### src/rtl/wb_commit.sv
// wb_commit: dual-lane writeback stage that holds a MEM bundle until load data returns, then drives both regfile write ports.
// Optional trace PCs (m_pc/s_pc in, dbg_pc1/dbg_pc2 out) are enabled by defining WB_DEBUG_EN.
module wb_commit (
    input  logic        clk,
    input  logic        rst,
    input  logic        flush,
    input  logic        mem_valid,
    output logic        mem_ready,
    input  logic        m_wen,
    input  logic [4:0]  m_waddr,
    input  logic [31:0] m_wdata,
    input  logic        m_is_load,
    input  logic [1:0]  m_load_size,
    input  logic        m_load_sign,
    input  logic [1:0]  m_addr_lo,
    input  logic        s_wen,
    input  logic [4:0]  s_waddr,
    input  logic [31:0] s_wdata,
    input  logic        dmem_rvalid,
    input  logic [31:0] dmem_rdata,
`ifdef WB_DEBUG_EN
    input  logic [31:0] m_pc,
    input  logic [31:0] s_pc,
    output logic [31:0] dbg_pc1,
    output logic [31:0] dbg_pc2,
`endif
    output logic        wen1_a,
    output logic [4:0]  waddr1_a,
    output logic [31:0] wdata1_a,
    output logic        wen2_a,
    output logic [4:0]  waddr2_a,
    output logic [31:0] wdata2_a
);
    typedef enum logic [1:0] {IDLE, WAIT, COMMIT} state_t;
    state_t      r_state, w_next;
    logic        r_drop, w_drop_next, w_load_done, w_accept, w_commit;
    logic        r_h_m_wen, r_h_sign, r_h_s_wen;
    logic [4:0]  r_h_m_waddr, r_h_s_waddr;
    logic [1:0]  r_h_size, r_h_lo;
    logic [31:0] r_h_s_wdata;
    logic [7:0]  w_byte;
    logic [15:0] w_half;
    logic [31:0] w_aligned;
    logic        w_m_wen, w_s_wen, w_wen1, w_wen2;
    logic [4:0]  w_m_waddr, w_s_waddr;
    logic [31:0] w_m_wdata, w_s_wdata;
`ifdef WB_DEBUG_EN
    logic [31:0] r_h_m_pc, r_h_s_pc;
`endif

    assign mem_ready = (r_state != WAIT) && !flush;
    assign w_accept  = mem_valid && mem_ready;

    // flush beats a same-cycle rvalid: that response belongs to the killed load and is simply dropped
    always_comb begin
        w_next      = IDLE;
        w_drop_next = r_drop;
        w_load_done = 1'b0;
        if (r_state == WAIT) begin
            if (flush) begin
                w_drop_next = r_drop | ~dmem_rvalid;
            end else if (dmem_rvalid && r_drop) begin
                w_next      = WAIT;
                w_drop_next = 1'b0;
            end else if (dmem_rvalid) begin
                w_next      = COMMIT;
                w_load_done = 1'b1;
            end else begin
                w_next = WAIT;
            end
        end else begin
            w_drop_next = dmem_rvalid ? 1'b0 : r_drop;
            w_next      = w_accept ? (m_is_load ? WAIT : COMMIT) : IDLE;
        end
    end

    assign w_byte    = dmem_rdata[{r_h_lo, 3'b000} +: 8];
    assign w_half    = dmem_rdata[{r_h_lo[1], 4'b0000} +: 16];
    assign w_aligned = (r_h_size == 2'b00) ? {{24{r_h_sign & w_byte[7]}}, w_byte} :
                       (r_h_size == 2'b01) ? {{16{r_h_sign & w_half[15]}}, w_half} : dmem_rdata;

    assign w_m_wen   = w_load_done ? r_h_m_wen   : m_wen;
    assign w_m_waddr = w_load_done ? r_h_m_waddr : m_waddr;
    assign w_m_wdata = w_load_done ? w_aligned   : m_wdata;
    assign w_s_wen   = w_load_done ? r_h_s_wen   : s_wen;
    assign w_s_waddr = w_load_done ? r_h_s_waddr : s_waddr;
    assign w_s_wdata = w_load_done ? r_h_s_wdata : s_wdata;
    assign w_wen2    = w_s_wen && (w_s_waddr != 5'd0);
    assign w_wen1    = w_m_wen && (w_m_waddr != 5'd0) && !(w_wen2 && (w_s_waddr == w_m_waddr));
    assign w_commit  = (w_next == COMMIT);

    always_ff @(posedge clk) begin
        if (rst) begin
            r_state     <= IDLE;
            r_drop      <= 1'b0;
            r_h_m_wen   <= 1'b0;
            r_h_m_waddr <= 5'd0;
            r_h_size    <= 2'd0;
            r_h_sign    <= 1'b0;
            r_h_lo      <= 2'd0;
            r_h_s_wen   <= 1'b0;
            r_h_s_waddr <= 5'd0;
            r_h_s_wdata <= 32'd0;
            wen1_a      <= 1'b0;
            waddr1_a    <= 5'd0;
            wdata1_a    <= 32'd0;
            wen2_a      <= 1'b0;
            waddr2_a    <= 5'd0;
            wdata2_a    <= 32'd0;
        end else begin
            r_state <= w_next;
            r_drop  <= w_drop_next;
            if (w_accept && m_is_load) begin
                r_h_m_wen   <= m_wen;
                r_h_m_waddr <= m_waddr;
                r_h_size    <= m_load_size;
                r_h_sign    <= m_load_sign;
                r_h_lo      <= m_addr_lo;
                r_h_s_wen   <= s_wen;
                r_h_s_waddr <= s_waddr;
                r_h_s_wdata <= s_wdata;
            end
            wen1_a   <= w_commit & w_wen1;
            waddr1_a <= w_commit ? w_m_waddr : 5'd0;
            wdata1_a <= w_commit ? w_m_wdata : 32'd0;
            wen2_a   <= w_commit & w_wen2;
            waddr2_a <= w_commit ? w_s_waddr : 5'd0;
            wdata2_a <= w_commit ? w_s_wdata : 32'd0;
        end
    end

`ifdef WB_DEBUG_EN
    always_ff @(posedge clk) begin
        if (rst) begin
            r_h_m_pc <= 32'd0;
            r_h_s_pc <= 32'd0;
            dbg_pc1  <= 32'd0;
            dbg_pc2  <= 32'd0;
        end else begin
            if (w_accept && m_is_load) begin
                r_h_m_pc <= m_pc;
                r_h_s_pc <= s_pc;
            end
            dbg_pc1 <= w_commit ? (w_load_done ? r_h_m_pc : m_pc) : 32'd0;
            dbg_pc2 <= w_commit ? (w_load_done ? r_h_s_pc : s_pc) : 32'd0;
        end
    end
`endif
endmodule

### config.mk
export PLATFORM = sky130hd
export DESIGN_NAME = wb_commit
export DESIGN_NICKNAME = d
export VERILOG_FILES = /design/src/rtl/wb_commit.sv
export SDC_FILE = /design/constraint.sdc
export NUM_CORES = 1
export LEC_CHECK = 0
export ABC_AREA = 1
export BUFFER_PORTS_ARGS = -buffer_cell sky130_fd_sc_hd__buf_2
export CORE_ASPECT_RATIO = 1.75
export CORE_MARGIN = 3
export CORE_UTILIZATION = 39
export DETAILED_ROUTE_END_ITERATION = 6
export PLACE_DENSITY_LB_ADDON = 0.3
export SLEW_MARGIN = 10
export SYNTH_ARGS = -nofsm -noshare
export SYNTH_HDL_FRONTEND = slang
export SYNTH_SLANG_ARGS = --single-unit
### constraint.sdc
create_clock -name clk -period 2.6 [get_ports clk]
set_input_delay 0.13 -clock clk [delete_from_list [all_inputs] [get_ports clk]]
set_output_delay 0.13 -clock clk [all_outputs]
set_load 0.01 [all_outputs]
==> metrics, run 1 <==
status=complete, no violations; CP Capture Type=flip-flop; syn avg cell area=7.83 um2; Routed WL per cell=15.4 um; fin area=7630 um2; main combinational cell family by area after synthesis=simple AND/OR/NAND/NOR gates; simple-gate share of the synthesized area=20.2%; DP Area=around 6500 um2; max-slew violations=0; mux contribution to synthesized area=5.78%; Adder-Cell Fraction of Synth Area=0%; worst r2r src=r_h_lo[1]; part of the Yosys area used for sequential elements=a little under half; endpoints failing setup=0; die width=between 90 and 100 um; final hold vios=0; Setup CP Type=reg -> reg; unrepaired setup endpoints after global routing=no; gpl congestion=approximately 0.89; worst reg-to-reg setup slack=570 ps; H-tree depth=4; most frequent cell after synthesis=nand2_1; worst-margin pin slew=787 ps; GR Util All Layers=21.7%; Min-Delay Path Class=in -> reg; CTS root buffer=clkbuf_16; worst setup margin=between 500 and 600 ps; io pins=196; worst skew pair latency=around 400 ps; placed insts=1042; Layout area overhead=37.7%; share of cells above drive strength 1=a little over a quarter; main flop type after synthesis=dfxtp_1; Initial DRC Count=about 240; Total Power=0.00509 W; Routed Antenna Nets=0; Final Skew=10.2 ps; Startpoint Class=flip-flop; Synth cell types=30; # rows=57; CP required=2900 ps; post-synthesis compound-gate area fraction=18.1%; die area=15700 um2; vias in the first global route=about 5400; I/O Buffers=195; worst reg2reg path depth=7; Worst Min Path Start=m_wdata[22]; CP max FO=16; gr ovfl total=0; Max VDD drop=577 uV; detailed-route wire length=17200 um; Net Count, Synth=827; top cell type's share of synthesized area=46.3%; fillers=1361; Vias=5551; Max Cap Viol=0; Leak=3.92 nW; largest cells by area after synthesis=dfxtp_1 (46%), nand2_1 (11%), a21oi_1 (6.0%); DP Worst Slack=just under 600 ps; Worst R2R End=wdata1_a[18]; TritonCTS Sinks=128; Core Box Area=13900 um2; Post-CTS Resized=0; Cell Pwr Density=667 nW/um2; cell taking the most area after synthesis=dfxtp_1; Seq cells post-synth=128; Rel. slew slack=a little under half; largest net degree at the start of global routing=62; Initial Util=39.8%; via/cell ratio=4.96; Remaining DRCs=0; Post-synth EDFFs=0; Post-Synthesis Cells=708; Finished Layout Cells=between 1000 and 1500; Clock Tree Buf Depth=2; Synth Warn #=0; CTS clock-pin slew for the worst setup and hold paths=about 60 ps; Commonest cells post-synth=nand2_1 (160), dfxtp_1 (128), nor2_1 (67), a21oi_1 (66), inv_1 (64); final period demand of the worst path=2030 ps; WP data arrival=2320 ps; asr flop ratio synth=0%; post-DP HPWL=around 12000 um; initial antenna violation count=1; synthesized area=5540 um2; period utilisation layout=slightly below 80%; CTS tree=yes; worst hold endpoint=wdata1_a[22]; xor-xnor portion of the synthesized cell area=0%; first-pass GRT wire length=26100 um; TNS Setup=0 ps; FMAX=roughly 500 MHz; Die Y=around 160 um; nets=1047; hold depth=3; CTS buffer count=17; iteration count of the initial detailed-routing pass=4
==> worst max-delay path by stage <==
stage,start,end,slack (ps)
after global placement,r_h_lo[1],wdata1_a[20],610
after detailed placement,r_drop,wen1_a,600
after global routing,r_h_lo[1],wdata1_a[18],370
final,r_h_lo[1],wdata1_a[18],570
after floorplan,r_state[0],wen1_a,1210
after CTS,r_drop,wen1_a,570
==> per-stage QoR <==
| step | hold WS, ps | util (%) |
|---|---|---|
| finish | 11.8 | 54.9 |
| detailed placement | 382 | 47.1 |
| global placement | 376 | 47.1 |
| CTS | 0.590 | 54.8 |
| global route | 20.6 | 54.9 |
| floorplan | 271 | - |
==> report_power, final <==
part	total, W	internal [W]	switching [W]	leakage [nW]
registers	0.00205	0.00202	0.0000305	1.04
clock network	0.00254	0.00166	0.000875	0.303
logic	0.000500	0.000221	0.000278	2.57
==> layout by cell type, fill, tap and decap left out, types with 2 or more instances in the layout <==
cell type,synthesis,routed
buf_2,19,195
nand2_1,160,160
dfxtp_1,128,128
nor2_1,67,67
a21oi_1,66,66
inv_1,64,64
o21ai_0,48,48
dlygate4sd3_1,0,44
mux2i_1,32,32
nand3_1,23,22
a211oi_1,17,17
o211ai_1,17,17
clkbuf_16,0,17
a31oi_1,8,8
o221ai_1,7,7
buf_4,7,7
o21ai_1,6,6
nor2_4,4,4
nand3_2,4,4
bufinv_16,0,4
inv_2,3,3
clkinv_4,0,3
clkinvlp_4,0,3
nand3_4,1,2
nor2_8,2,2
clkbuf_8,1,2
==> critical path: stages (launching register included) <==
cell      delay, ps
dfxtp_1         580
inv_2           180
nand2_1         150
a21boi_2         70
nand2_1         410
o21ai_0         260
o221ai_1        220
inv_1            50
==> registers in the layout, indices dropped and copies added, names as in the netlist, 2 cells and up <==
name and count:
waddr1_a 5, waddr2_a 5, wdata1_a 32, r_h_m_waddr 5
r_h_s_waddr 5, r_h_size 2, r_h_lo 2, r_h_s_wdata 32
wdata2_a 32, r_state 2
==> metal layers <==
layer / global-route usage, % / part of all wire, % / vias to the layer above / wire [um]
met5: 0 / 0 / - / 0
met1: 20.6 / 34 / 2510 / 5860
met2: 39.8 / 54 / 219 / 9200
met3: 4.88 / 6.7 / 49 / 1150
met4: 14.6 / 5.7 / 0 / 986
li1: - / - / 2773 / -
==> area by class of cell <==
type | count | area (um2) | share of cell area, %
Antenna cell | 1 | 2.50 | 0.0328
Clock buffer | 20 | 457 | 5.99
Clock inverter | 12 | 183 | 2.39
Inverter | 68 | 258 | 3.38
Multi-Input combinational cell | 466 | 2460 | 32.2
Sequential cell | 128 | 2560 | 33.6
Tap cell | 177 | 221 | 2.90
Timing Repair Buffer | 247 | 1490 | 19.5
==> cells by family after synthesis <==
group           after synthesis
mux                          32
buf+inv                     114
simple gates                262
compound gates              172
flops                       128
==> repair_timing <==
action	CTS	global route
setup buffers	0	0
hold buffers	43	1
endpoints found under the hold margin	69	1
Note: power is estimated with default switching activity, not from simulation.
==> run 2, diff against run 1 <==
==> constraint.sdc (replaced) <==
create_clock -name clk -period 1.7 [get_ports clk]
set_input_delay 0.085 -clock clk [delete_from_list [all_inputs] [get_ports clk]]
set_output_delay 0.085 -clock clk [all_outputs]
set_load 0.01 [all_outputs]
==> metrics, run 2 (synthesis results as in run 1) <==
worst skew pair latency=around 400 ps; # rows=57; final period demand of the worst path=~1600 ps; Layout area overhead=50.9%; Clock Tree Buf Depth=2; gpl congestion=0.904; status=complete, no violations; Max Cap Viol=0; Routed Antenna Nets=0; Cell Pwr Density=~1000 nW/um2; worst-margin pin slew=422 ps; share of cells above drive strength 1=28.1%; worst r2r src=r_state[0]; gr ovfl total=0; GR Util All Layers=23.2%; fin util=around 60%; largest net degree at the start of global routing=52; Min-Delay Path Class=in -> reg; CP max FO=6; Ant. Diodes=0; Startpoint Class=flip-flop; Rel. slew slack=71.8%; FMAX=619 MHz; Final Skew=6.18 ps; placed insts=around 1100; first-pass GRT wire length=between 20000 and 30000 um; switch share=around 23%; CTS buffer count=17; die width=96.1 um; CTS root buffer=clkbuf_16; Remaining DRCs=0; Reg power frac=38.4%; post-DP HPWL=between 10000 and 15000 um; I/O Buffers=195; Finished Layout Cells=1188; period utilisation layout=95.1%; final hold vios=0; fin area=8360 um2; Comb pwr share=11.0%; detailed-route wire length=18000 um; DP Worst Slack=just under 100 ps; Initial Util=39.8%; DP Area=6770 um2; nets=1117; initial antenna violation count=0; Total Power=0.00812 W; worst reg-to-reg setup slack=80 ps; Worst R2R End=wen1_a; CTS clock-pin slew for the worst setup and hold paths=roughly 60 ps; Net Sw Power=0.00185 W; commonest non-fill, non-tap cell in the layout=buf_2; worst reg2reg path depth=9; Regs by FF count=r_h_s_wdata: 32 flops, wdata1_a: 32 flops, wdata2_a: 32 flops; CP required=roughly 2000 ps; Initial DRC Count=around 300; P_int=0.00627 W; Clock Power Share=50.6%; Critical path destination=wen1_a; Leak=4.26 nW; H-tree depth=4; worst setup margin=between 80 and 90 ps; io pins=slightly below 200; vias in the first global route=5878; CTS tree=yes; hold depth=3; endpoints failing setup=0; Routed WL per cell=15.1 um; commonest cells after routing, fill and taps aside=buf_2 (195), nand2_1 (160), dfxtp_1 (128); Vias=5900; max-slew violations=0; Max VDD drop=700 uV; WP data arrival=between 1500 and 2000 ps; Setup CP Type=reg -> reg; unrepaired setup endpoints after global routing=yes; TritonCTS Sinks=128; via/cell ratio=about 5.0; die area=15700 um2; Worst Setup SP=r_state[0]; CP Capture Type=flip-flop; iteration count of the initial detailed-routing pass=5; Die Y=164 um; Core Box Area=13900 um2
-- run 2: cell count changes in the layout (fill, tap and decap cells not counted) --
cell / previous run / this run
clkinv_4: 3 / 4
bufinv_16: 4 / 6
clkinv_2: 1 / 2
diode_2: 1 / 0
buf_12: 1 / 6
buf_4: 7 / 29
clkbuf_8: 2 / 0
inv_4: 1 / 0
buf_6: 0 / 3
inv_6: 1 / 0
dlygate4sd3_1: 44 / 84
-- run 2: power groups by stage --
stage | Sequential [W] | Clock [W] | Combinational [W]
final | 0.00312 | 0.00411 | 0.000894
after detailed placement | 0.00319 | 0 | 0.000730
after floorplan | 0.00320 | 0 | 0.000374
after global placement | 0.00318 | 0 | 0.000729
after CTS | 0.00312 | 0.00419 | 0.000883
after global routing | 0.00313 | 0.00432 | 0.000989
-- run 2: cell type report --
| type | count | area (um2) |
|---|---|---|
| clock buffer | 18 | 429 |
| clock inverter | 14 | 239 |
| fill | 1237 | 5550 |
| inverter | 68 | 260 |
| multi-input combinational | 466 | 2460 |
| sequential | 128 | 2560 |
| tap | 177 | 221 |
| timing repair buffer | 317 | 2190 |
-- run 2: how the worst min path moves through the flow --
| stage | start | endpoint | slack, ps |
|---|---|---|---|
| final | flush | r_drop | 6 |
| after global routing | flush | r_drop | 10 |
| after CTS | flush | r_drop | 1 |
| after detailed placement | m_wdata[28] | wdata1_a[28] | 330 |
| after global placement | m_wdata[31] | wdata1_a[31] | 330 |
| after floorplan | flush | mem_ready | 200 |
-- run 2: layer usage --
| metal | GRT usage [%] | up-vias | share of wire (%) |
|---|---|---|---|
| met5 | 0 | - | 0 |
| met4 | 13.7 | 0 | 4.4 |
| met3 | 5.35 | 51 | 6.6 |
| met2 | 43.2 | 227 | 54 |
| met1 | 22.3 | 2709 | 35 |
| li1 | - | 2913 | - |
-- run 2: critical path, stage by stage, from the launching register on --
cell and delay (ps):
dfxtp_1 320, inv_1 60, nor2_4 180, nand3_4 140
buf_4 170, buf_4 120, o21ai_0 210, o21ai_1 140
nor2_1 120, nor2_1 40
-- run 2: stage by stage --
step | TNS [ps] | hold WS (ps)
floorplan | 0 | 197
detailed placement | 0 | 330
CTS | 0 | 1.23
finish | 0 | 6.48
global placement | 0 | 327
global route | -56.6 | 14.0
-- run 2: repair_timing --
action / in CTS / in global routing
setup endpoints to repair: 0 / 9
setup buffers: 0 / 9
endpoints found under the hold margin: 113 / 0
hold buffers: 84 / 0
gates resized for setup: 0 / 5
